File: config.mk
export PLATFORM = sky130hd
export DESIGN_NAME = cpu_datapath
export DESIGN_NICKNAME = d
export VERILOG_FILES = /design/src/rtl/cpu_pkg.sv /design/src/rtl/regfile.sv /design/src/rtl/cpu_datapath.sv
export SDC_FILE = /design/constraint.sdc
export NUM_CORES = 1
export LEC_CHECK = 0
export ABC_CLOCK_PERIOD_IN_PS = 4300
export CAP_MARGIN = 10
export CORE_MARGIN = 2
export CORE_UTILIZATION = 53
export CTS_CLUSTER_DIAMETER = 150
export CTS_CLUSTER_SIZE = 28
export DETAILED_ROUTE_END_ITERATION = 12
export GPL_ROUTABILITY_DRIVEN = 0
export PLACE_DENSITY_LB_ADDON = 0.15
export SLEW_MARGIN = 15
export SYNTH_ARGS = -nofsm -noshare
export SYNTH_HDL_FRONTEND = slang
export SYNTH_HIERARCHICAL = 1
export SYNTH_SLANG_ARGS = --single-unit
File: constraint.sdc
create_clock -name clk -period 4.3 [get_ports clk]
set_clock_uncertainty 0.15 [all_clocks]
set_input_delay 0.645 -clock clk [delete_from_list [all_inputs] [get_ports clk]]
set_output_delay 0.645 -clock clk [all_outputs]
set_load 0.1 [all_outputs]
File: src/rtl/cpu_pkg.sv
// Shared encodings for the CPU controller and datapath.
// The controller imports this same package, so both sides decode the control bundle identically.
package cpu_pkg;

  localparam int WIDTH = 16;

  typedef enum logic [1:0] {
    NSEL_RN   = 2'b00,
    NSEL_RD   = 2'b01,
    NSEL_RM   = 2'b10,
    NSEL_NONE = 2'b11
  } nsel_e;

  typedef enum logic [1:0] {
    VSEL_MDATA  = 2'b00,
    VSEL_SXIMM8 = 2'b01,
    VSEL_PC     = 2'b10,
    VSEL_C      = 2'b11
  } vsel_e;

  typedef enum logic [1:0] {
    ALU_ADD = 2'b00,
    ALU_CMP = 2'b01,
    ALU_AND = 2'b10,
    ALU_MVN = 2'b11
  } aluop_e;

  typedef enum logic [1:0] {
    SH_PASS = 2'b00,
    SH_LSL  = 2'b01,
    SH_LSR  = 2'b10,
    SH_ASR  = 2'b11
  } shift_e;

  typedef struct packed {
    logic z;
    logic n;
    logic v;
  } status_t;

endpackage

File: src/rtl/regfile.sv
// Eight general registers: one combinational read port and one synchronous write port.
// A synchronous active-low clear wipes every entry.
module regfile #(
  parameter int W = cpu_pkg::WIDTH
) (
  input  logic         clk,
  input  logic         reset,
  input  logic         write,
  input  logic [2:0]   waddr,
  input  logic [W-1:0] wdata,
  input  logic [2:0]   raddr,
  output logic [W-1:0] rdata
);

  logic [W-1:0] regs [8];

  // NOTE: every entry must read 0 after reset, so this array is built from
  // resettable flops rather than a RAM macro, which could not be cleared in one cycle.
  always_ff @(posedge clk) begin
    if (!reset) begin
      for (int i = 0; i < 8; i++) regs[i] <= '0;
    end else if (write) begin
      // NOTE: non-blocking assignment keeps the read port returning the old value
      // during a same-cycle write, which gives operand loads their read-before-write behaviour.
      regs[waddr] <= wdata;
    end
  end

  assign rdata = regs[raddr];

endmodule

File: src/rtl/cpu_datapath.sv
// Execution datapath: register file, operand registers A and B, shifter, ALU, result register C and status.
// All sequencing comes from the external controller through the load and select strobes.
module cpu_datapath #(
  parameter int WIDTH = cpu_pkg::WIDTH,
  parameter int PCW   = 8
) (
  input  logic             clk,
  input  logic             reset,
  input  logic [1:0]       nsel,
  input  logic [1:0]       vsel,
  input  logic [2:0]       rn,
  input  logic [2:0]       rd,
  input  logic [2:0]       rm,
  input  logic             write,
  input  logic             loada,
  input  logic             loadb,
  input  logic             loadc,
  input  logic             loads,
  input  logic             asel,
  input  logic             bsel,
  input  logic [1:0]       shift,
  input  logic [1:0]       aluop,
  input  logic [WIDTH-1:0] sximm8,
  input  logic [WIDTH-1:0] sximm5,
  input  logic [WIDTH-1:0] mdata,
  input  logic [PCW-1:0]   pc,
  output logic [WIDTH-1:0] datapath_out,
  output logic [2:0]       status
);

  import cpu_pkg::*;

  logic [2:0]       idx;
  logic             reg_we;
  logic [WIDTH-1:0] wdata, rdata;
  logic [WIDTH-1:0] a_q, b_q, c_q;
  logic [WIDTH-1:0] b_shifted, ain, bin, alu_out;
  logic             alu_v;
  status_t          status_q, status_d;

  // Index select; the "none" encoding still reads Rn but never writes.
  always_comb begin
    // NOTE: assigning a default before the case keeps every combinational
    // output driven on all paths, so no latch is inferred.
    idx = rn;
    case (nsel_e'(nsel))
      NSEL_RD: idx = rd;
      NSEL_RM: idx = rm;
      default: idx = rn;
    endcase
  end

  assign reg_we = write && (nsel_e'(nsel) != NSEL_NONE);

  always_comb begin
    wdata = c_q;
    case (vsel_e'(vsel))
      VSEL_MDATA:  wdata = mdata;
      VSEL_SXIMM8: wdata = sximm8;
      VSEL_PC:     wdata = {{(WIDTH-PCW){1'b0}}, pc};
      default:     wdata = c_q;
    endcase
  end

  regfile #(.W(WIDTH)) u_regfile (
    .clk   (clk),
    .reset (reset),
    .write (reg_we),
    .waddr (idx),
    .wdata (wdata),
    .raddr (idx),
    .rdata (rdata)
  );

  always_comb begin
    b_shifted = b_q;
    case (shift_e'(shift))
      SH_LSL:  b_shifted = {b_q[WIDTH-2:0], 1'b0};
      SH_LSR:  b_shifted = {1'b0, b_q[WIDTH-1:1]};
      SH_ASR:  b_shifted = {b_q[WIDTH-1], b_q[WIDTH-1:1]};
      default: b_shifted = b_q;
    endcase
  end

  assign ain = asel ? '0 : a_q;
  assign bin = bsel ? sximm5 : b_shifted;

  // Overflow: operands agree in sign (ADD) or differ (SUB) and the result sign flips away from A.
  always_comb begin
    alu_out = ain + bin;
    alu_v   = 1'b0;
    case (aluop_e'(aluop))
      ALU_ADD: begin
        alu_out = ain + bin;
        alu_v   = (ain[WIDTH-1] == bin[WIDTH-1]) && (alu_out[WIDTH-1] != ain[WIDTH-1]);
      end
      ALU_CMP: begin
        alu_out = ain - bin;
        alu_v   = (ain[WIDTH-1] != bin[WIDTH-1]) && (alu_out[WIDTH-1] != ain[WIDTH-1]);
      end
      ALU_AND: alu_out = ain & bin;
      default: alu_out = ~bin;
    endcase
  end

  assign status_d = '{z: (alu_out == '0), n: alu_out[WIDTH-1], v: alu_v};

  always_ff @(posedge clk) begin
    if (!reset) begin
      a_q      <= '0;
      b_q      <= '0;
      c_q      <= '0;
      status_q <= '0;
    end else begin
      if (loada) a_q      <= rdata;
      if (loadb) b_q      <= rdata;
      if (loadc) c_q      <= alu_out;
      if (loads) status_q <= status_d;
    end
  end

  assign datapath_out = c_q;
  assign status       = status_q;

endmodule

# --- After elaboration in Yosys (flattened, before gate mapping) ---
# Memory sizes are Yosys's and may differ from the RTL's.
# Cells that the tools add are included.
# Widths: inputs -> output; s select.
totals:
  regBits: 51
  latch_bits: 0
  mem_bits_rw: 128
  mem_bits_ro: 0
  inputBits: 82
  out_inout_bits: 19
  elab_cells: 46
  mem_count: 1
classes:
  n_addsub: 2
  multipliers: 0
  n_div: 0
  order_cmp: 0
  eq_ne: 14
  shift: 0
  muxes: 14
  n_bitwise: 2
  reduce_logical: 7
memory_table:
  columns: ["name", "depth", "width", "rd", "rd_clocked_by_memory_dff", "wr", "line_no", "source"]
  rows:
  - ["u_regfile.regs", 8, 16, 1, 0, 8, "regfile.sv:15", "logic [W-1:0] regs [8];"]
op_table:
  columns: ["cell", "n"]
  rows:
  - ["$pmux 16 s3", 3]
  - ["$mux 16", 3]
  - ["$add 16x16->16", 1]
  - ["$and 16x16->16", 1]
  - ["$logic_not 16->1", 1]
  - ["$not 16->16", 1]
  - ["$reduce_or 16->1", 1]
  - ["$sub 16x16->16", 1]
  - ["$eq 2x2->1 const B", 5]
  - ["$eq 2x1->1 const B", 4]
  - ["$pmux 3 s2", 1]
  - ["$mux 1", 5]
  - ["$logic_not 2->1", 2]
  - ["$logic_and 1x1->1", 3]
  - ["$mux 3", 1]
  - ["$ne 1x1->1", 3]
  - ["$ne 2x2->1 const B", 1]
  - ["$pmux 1 s2", 1]
  - ["$eq 1x1->1", 1]

# --- Longest topological paths before layout ---
# Gate-level depths: netlist of run 1.
depth:
  ltp_word: 7
  ltp_mapped: 19
  depth_no_buf: 16

# --- Modules after synthesis ---
# Netlist of run 1, hierarchy kept.
by_module_without_submodules:
  columns: ["module", "instances", "cells_each", "area_each_um2"]
  rows:
  - ["regfile", 1, 373, 5805.6]
  - ["cpu_datapath", 1, 619, 4929.7]

# --- Least setup slack after synthesis of run 1 ---
# Ideal clock, no wire load.
synth_path:
  kind: "input to register"
  start: "input port shift[0]"
  end: "register status_q (netlist bit status[2])"
  setup_ps: 84
  arrival_ps: 3803
  required_time_ps: 4066
  setup_slack_ps: 262
  path_stages: 17
  path_buffers: 3
  path_cell_list: "buf_6 > buf_6 > mux2_2 > mux2i_1 > nor2_1 > a21oi_1 > inv_1 > ha_1 > clkbuf_1 > nand3_1 > a211oi_1 > a21oi_1 > o211ai_1 > xor2_1 > a21oi_1 > or4_1 > o31ai_2"
synth_between:
  elab_chain_cells: 6
synth_lines:
  columns: ["item", "line_no", "source"]
  rows:
  - ["from (decl)", "cpu_datapath.sv:21", "input logic [1:0] shift,"]
  - ["$eq 2x2->1 / $eq 2x1->1 (equally long branches)", "cpu_datapath.sv:77", "case (shift_e'(shift))"]
  - ["$pmux 16 s3 *", "cpu_datapath.sv:77", null]
  - ["$mux 16 *", "cpu_datapath.sv:86", "assign bin = bsel ? sximm5 : b_shifted;"]
  - ["$sub 16x16->16, or another cell as far along", "cpu_datapath.sv:98", "alu_out = ain - bin;"]
  - ["$pmux 16 s3 *", "cpu_datapath.sv:92", "case (aluop_e'(aluop))"]
  - ["$logic_not 16->1 *", "cpu_datapath.sv:106", "assign status_d = '{z: (alu_out == '0), n: alu_out[WIDTH-1], v: alu_v};"]
  - ["to (signal assigned)", "cpu_datapath.sv:118", "if (loads) status_q <= status_d;"]
  - ["to (decl)", "cpu_datapath.sv:39", "status_t status_q, status_d;"]
# Mark *: on every way between the ends. The rest lies on a longest branch, timed or not.
# A chain may end at the register's enable or synchronous reset.

# --- Final worst setup path of run 1 ---
# Ends and elaborated chain as after synthesis.

==> results of run 1 <==
-- cells by family (layout without fill, tap and decap cells) --
logic type | count (synthesis) | in the layout
buf+inv | 131 | 331
xor+xnor | 11 | 11
fa+ha+maj | 37 | 37
compound gates | 163 | 163
simple gates | 339 | 339
flops | 179 | 179
mux | 132 | 132
-- what timing repair did --
action | 4_1_cts | 5_1_grt
setup buffers | 0 | 2
resized for setup | 0 | 26
setup endpoints to repair | 0 | 5
endpoints found under the hold margin | 0 | 0
-- cell usage in the layout, fill, tap and decap left out, types with 32 or more instances in the layout --
cell type / n
buf_4: 141
nor3_1: 132
edfxtp_1: 128
clkdlybuf4s50_1: 99
nor2_1: 76
mux2i_1: 68
dfxtp_1: 51
nand2_1: 46
a21oi_1: 35
ha_1: 33
inv_1: 32
-- sequential cells by signal, indices dropped and copies added, names as in the netlist --
| name | flops |
|---|---|
| status | 3 |
| b_q | 16 |
| datapath_out | 16 |
| u_regfile/regs | 128 |
| a_q | 16 |
-- stage by stage --
stage | power (mW) | util (%) | instance area [um^2]
after floorplan | 2.80 | - | 10700
after global placement | 3.32 | 64.3 | 12900
after detailed placement | 3.33 | 64.3 | 12900
after CTS | 4.84 | 67.2 | 13500
after global routing | 5.03 | 67.9 | 13600
final | 4.86 | 67.9 | 13600
-- cell usage after synthesis, types with 18 or more instances --
cell      count  area, um^2
clkbuf_1     45         169
nand2_1      46         173
nor2_1       76         285
mux2_2       21         236
a21oi_1      38         190
edfxtp_1    128        3840
nor3_1      132         661
nor2b_1      29         181
mux4_1       28         736
ha_1         35         438
dfxtp_1      51        1020
clkinv_1     18        67.6
inv_1        32         120
o21ai_0      41         205
mux2i_1      71         711
-- power groups by stage --
| stage | clock [mW] | sequential [mW] | combinational (mW) |
|---|---|---|---|
| after floorplan | 0 | 2.13 | 0.675 |
| after global placement | 0 | 2.04 | 1.28 |
| after detailed placement | 0 | 2.04 | 1.29 |
| after CTS | 1.53 | 2.00 | 1.30 |
| after global routing | 1.59 | 2.01 | 1.43 |
| final | 1.51 | 2.00 | 1.34 |
-- how the worst min path moves through the flow --
| stage | slack [ns] | depth (start not counted) | to | start |
|---|---|---|---|---|
| finish | 0.33 | 2 | status[0] | status[0] |
| floorplan | 0.30 | 2 | a_q[10] | a_q[10] |
| CTS | 0.33 | 2 | status[0] | status[0] |
| detailed placement | 0.32 | 2 | status[0] | status[0] |
| global route | 0.35 | 2 | status[0] | status[0] |
| global placement | 0.31 | 2 | status[0] | status[0] |
-- metal layers --
layer / global-route usage [%] / vias up
met1: 39.8 / 4185
met3: 3.47 / 40
li1: - / 4087
met4: 11.0 / 0
met2: 47.4 / 344
met5: 0 / -
-- worst max-delay path: stages --
cell	delay [ns]
clkdlybuf4s50_1	0.48
buf_6	0.15
mux2i_1	0.23
o21ai_0	0.11
mux2i_1	0.18
inv_1	0.06
ha_1	0.32
buf_4	0.18
a221oi_2	0.40
o21ai_1	0.22
buf_4	0.18
nor4_1	0.23
a41oi_1	0.08
nand2_1	0.17
nand4b_1	0.12
or4_1	0.42
o31ai_2	0.18
-- cell type report --
| cell class | count | area (um^2) |
|---|---|---|
| Inverter | 52 | 195 |
| Sequential cell | 179 | 4860 |
| Clock inverter | 14 | 146 |
| Clock buffer | 18 | 429 |
| Multi-Input combinational cell | 682 | 5460 |
| Timing Repair Buffer | 247 | 2170 |
| Fill cell | 1592 | 6440 |
| Tap cell | 270 | 338 |
==> results_dict.tcl, run 1 <==
set metrics [dict create \
    grt_use_total_pct 28.9 \
    drive_above_1_share_pct 21.1 \
    coreArea_mm2 0.0200 \
    rr_worst_depth 14 \
    leakage_nw 5.33 \
    hold_viol_final 0 \
    relSlewSlack_pct 26.9 \
    tightest_slew_ns 1.10 \
    rr_startpoint "b_q[0]" \
    synth_compound_area_share_pct 10.5 \
    numCtsBuffers 17 \
    nets 1298 \
    cts_tree "yes" \
    powerDensity_mw_per_mm2 357 \
    synth-simple-area-share_pct 15.5 \
    synth_fa_ha_area_share_pct 4.45 \
    synthesis.yosys.warnings 6 \
    ys_ff_latch 179 \
    finalNonFillerCells 1462 \
    dp.cells 1428 \
    clockBufferDepth 2 \
    io_buffer_count 100 \
    synthMuxAreaShare_pct 18.2 \
    rows 52 \
    syn_inst 992 \
    worstSetupEndpointType "register" \
    wl_met2_mm 14.9 \
    required_ns 4.50 \
    cts-root-buf "clkbuf_16" \
    worst_skew_pair.late_latency_ns 0.43 \
    synth_xor_area_share_pct 0.897 \
    ys.flop_type "edfxtp_1" \
    cts_hold_buf 0 \
    synth_area_per_cell_um2 10.8 \
    viasPerCell 5.92 \
    grt_pass1_wl_mm 47.1 \
    drt_iter0_drc 769 \
    dr.max_layer_used "met4" \
    timing.final.crit_share_pct 97.2 \
    cp-start-kind "input port" \
    cp_max_fo 8 \
    cap_viol_max_count 0 \
    grt_max_degree 47 \
    drt-met1-wl_mm 13.3 \
    die_w_um 146 \
    ant_nets 0 \
    fp.dieH_um 146 \
    fin_hold_ws_ns 0.332 \
    synth-seq-area-share_pct 45.3 \
    worstSetupStartpoint "shift[0]" \
    tns_ns 0 \
    synth_top_family_by_area "multiplexers" \
    antenna_cells 0 \
    clk_pin_slew_ns 0.07 \
    worstSetupPathType "in -> reg" \
    grt_antenna_before_repair 0 \
    first_global_vias 8407 \
    post-route-min-period_ns 4.18 \
    crit_arrival_ns 4.37 \
    wl_mm 30.9 \
    gr-total-overflow 0 \
    r2r_setup_slack_ns 0.51 \
    async_reset_ff_share_pct 0 \
    vias 8656 \
    post-route-worst-setup-slack_ns 0.122 \
    final_max_slew_viol_count 0 \
    routedWlPerCell_um 21.1 \
    netSwitchingFraction_pct 31.2 \
    clock-sinks 179 \
    power.switching_mw 1.52 \
    drc 0 \
    status "finished clean" \
    crit_path_end "status[2]" \
    cts_max_level 4 \
    setup_viol 0 \
    synth_enable_flop_cells 128 \
    start_util_pct 53.6 \
    dpl.hpwl_mm 22.6 \
    route.met3.wl_mm 1.81 \
    power_frac_comb_pct 27.6 \
    worst_r2r_endpoint "status[2]" \
    ios 101 \
    die-area_mm2 0.0214 \
    pwr-share-seq_pct 41.2 \
    synth_fp_nets 1111 \
    ys_types 79 \
    max_freq_mhz 239 \
    areaGrowthSynthToFinish_pct 26.7 \
    hp-class "reg -> reg" \
    place_ws_ns -0.378 \
    syn-cell-area_mm2 0.0107 \
    internal_power_mw 3.35 \
    ir_worst_vdd_mv 0.284 \
    pwr-share-clk_pct 31.1 \
    drtPass1Iterations 5 \
]
No activity file was read; power rests on OpenSTA's default activity.
==> run 2: changes to the inputs <==
--- a/config.mk
+++ b/config.mk
@@ -7,12 +7,12 @@
 export LEC_CHECK = 0
 export ABC_CLOCK_PERIOD_IN_PS = 4300
 export CAP_MARGIN = 10
+export CORE_ASPECT_RATIO = 1.1
 export CORE_MARGIN = 2
 export CORE_UTILIZATION = 53
 export CTS_CLUSTER_DIAMETER = 150
 export CTS_CLUSTER_SIZE = 28
 export DETAILED_ROUTE_END_ITERATION = 12
-export GPL_ROUTABILITY_DRIVEN = 0
 export PLACE_DENSITY_LB_ADDON = 0.15
 export SLEW_MARGIN = 15
 export SYNTH_ARGS = -nofsm -noshare
==> run 2 against run 1 <==
Clock power about the same; combinational power decreased by 3%; worst setup slack improved by 0.062 ns; non-clock buffer count decreased by 10; critical path type unchanged; cell area decreased by 1.5%; count of clock-buffer cells in the layout decreased by 1; global-route usage increased by 0.11 points; power decreased by 1.3%.
==> results_dict.tcl, run 2 (synthesis results as in run 1) <==
set metrics [dict create \
    largest_reg_flops 128 \
    clk_pin_slew_ns 0.08 \
    routedWlPerCell_um 21.3 \
    nets 1288 \
    power.total_mw 4.80 \
    final_common_cell "buf_4" \
    powerDensity_mw_per_mm2 358 \
    rsz0062_at_grt "true" \
    cts_tree "yes" \
    final_max_slew_viol_count 0 \
    path_cells "clkdlybuf4s50_1, buf_4, buf_4, inv_2, buf_4, mux2i_1, inv_1, ha_1, nor2b_1, or3_1, o21ai_1, o21ai_1, o211ai_1, xor2_1, a21oi_1, or4_1, o31ai_2" \
    finalNonFillerCells 1434 \
    worstSetupEndpointType "register" \
    cts_hold_buf 0 \
    gr-total-overflow 0 \
    final_cell_mix "buf_4, nor3_1, edfxtp_1" \
    cp_max_fo 7 \
    cp-start-kind "input port" \
    setup_viol 0 \
    grt_max_degree 68 \
    worst_hold_startpoint "status[0]" \
    drt_iter0_drc 644 \
    gp_congestion 0.940 \
    rr_startpoint "b_q[4]" \
    rr_worst_depth 14 \
    cp_top_family "buffers and inverters" \
    nFillCells 1559 \
    tightest_slew_ns 1.09 \
    areaGrowthSynthToFinish_pct 24.9 \
    final_area_mm2 0.0134 \
    grt_use_total_pct 29.0 \
    cap_viol_max_count 0 \
    hold_viol_final 0 \
    clockBufferDepth 2 \
    start_util_pct 54.0 \
    placed_area_mm2 0.0127 \
    post-route-min-period_ns 4.12 \
    crit_slowest_cell "or4_1" \
    worst_path_most_repeated_cell "buf_4" \
    fp.dieH_um 153 \
    drive_above_1_share_pct 19.7 \
    leakage_nw 5.29 \
    worst_skew_pair.late_latency_ns 0.43 \
    dpl.hpwl_mm 22.9 \
    required_ns 4.51 \
    r2r_setup_slack_ns 0.55 \
    holdPathStages 2 \
    post-route-util_pct 67.5 \
    numCtsBuffers 17 \
    dp.cells 1400 \
    rows 54 \
    worst_r2r_endpoint "status[2]" \
    timing.final.crit_share_pct 95.7 \
    crit_arrival_ns 4.32 \
    relSlewSlack_pct 27.3 \
    ir_worst_vdd_mv 0.318 \
    die_w_um 140 \
    antenna_cells 0 \
    hp-class "reg -> reg" \
    status "finished clean" \
    ant_nets 0 \
    cts_max_level 4 \
    clock-sinks 179 \
    grt_antenna_before_repair 0 \
    io_buffer_count 100 \
    drc 0 \
    first_global_vias 8585 \
    path_buf_inv 6 \
    vias 8613 \
    slowest_delay_ns 0.49 \
    die-area_mm2 0.0214 \
    max_freq_mhz 243 \
    ios 101 \
    regMostFlops "u_regfile/regs" \
    min_to "status[0]" \
    drtPass1Iterations 5 \
    fin_hold_ws_ns 0.323 \
    grt_pass1_wl_mm 47.9 \
    wl_mm 30.5 \
    worstSetupPathType "in -> reg" \
    cts-root-buf "clkbuf_16" \
    viasPerCell 6.01 \
    coreArea_mm2 0.0199 \
]
-- run 2: worst reg2reg max path, cell delays in order, from the launching register on --
cell	delay (ns)
dfxtp_1	0.41
mux2_2	0.18
mux2i_1	0.05
o21ai_0	0.28
inv_1	0.11
ha_1	0.23
or2_1	0.27
or3_1	0.40
o21ai_1	0.35
o21ai_1	0.16
o211ai_1	0.12
xor2_1	0.19
a21oi_1	0.10
or4_1	0.49
o31ai_2	0.17
-- run 2: worst max-delay path by stage --
stage / start / endpoint / slack (ns) / cells after the start
floorplan: shift[0] / status[2] / 0.26 / 17
global placement: shift[0] / status[2] / -0.49 / 16
detailed placement: shift[0] / status[2] / -0.54 / 16
CTS: shift[1] / status[2] / 0.02 / 15
global route: bsel / status[2] / -0.04 / 18
finish: bsel / status[2] / 0.18 / 17
-- run 2: timing repair --
item	in CTS	in global routing
pin swaps	1	2
resized for setup	4	12
setup buffers	1	1
endpoints found under the setup margin	1	4
-- run 2: cell type report --
cell class | count | area, um^2 | share of cell area (%)
inverters | 52 | 195 | 1.46
clock inverters | 15 | 141 | 1.05
flip-flops and latches | 179 | 4860 | 36.3
multi-input cells | 682 | 5410 | 40.4
clock buffers | 17 | 425 | 3.17
repair buffers | 237 | 2050 | 15.3
well taps | 252 | 315 | 2.35
-- run 2: where the power goes --
group	total (mW)	internal [mW]	switching (mW)	leakage [nW]
clock	1.50	0.768	0.727	0.273
sequential	2.01	1.95	0.0573	1.74
combinational	1.30	0.553	0.745	3.28
total	4.80	3.27	1.53	5.29
-- run 2: metrics by stage --
stage | setup TNS [ns] | setup slack, ns
after floorplan | 0 | 0.263
after global placement | -1.83 | -0.492
after detailed placement | -2.12 | -0.536
after CTS | 0 | 0.0227
after global routing | -0.0358 | -0.0358
final | 0 | 0.184
-- run 2: metal layers --
layer  vias up  part of all wire [%]  GRT usage (%)
met4         0                   4.3           13.2
li1       4066                     -              -
met3        71                   4.5           4.07
met1      4183                    41           36.6
met5         -                     0              0
met2       293                    50           49.6
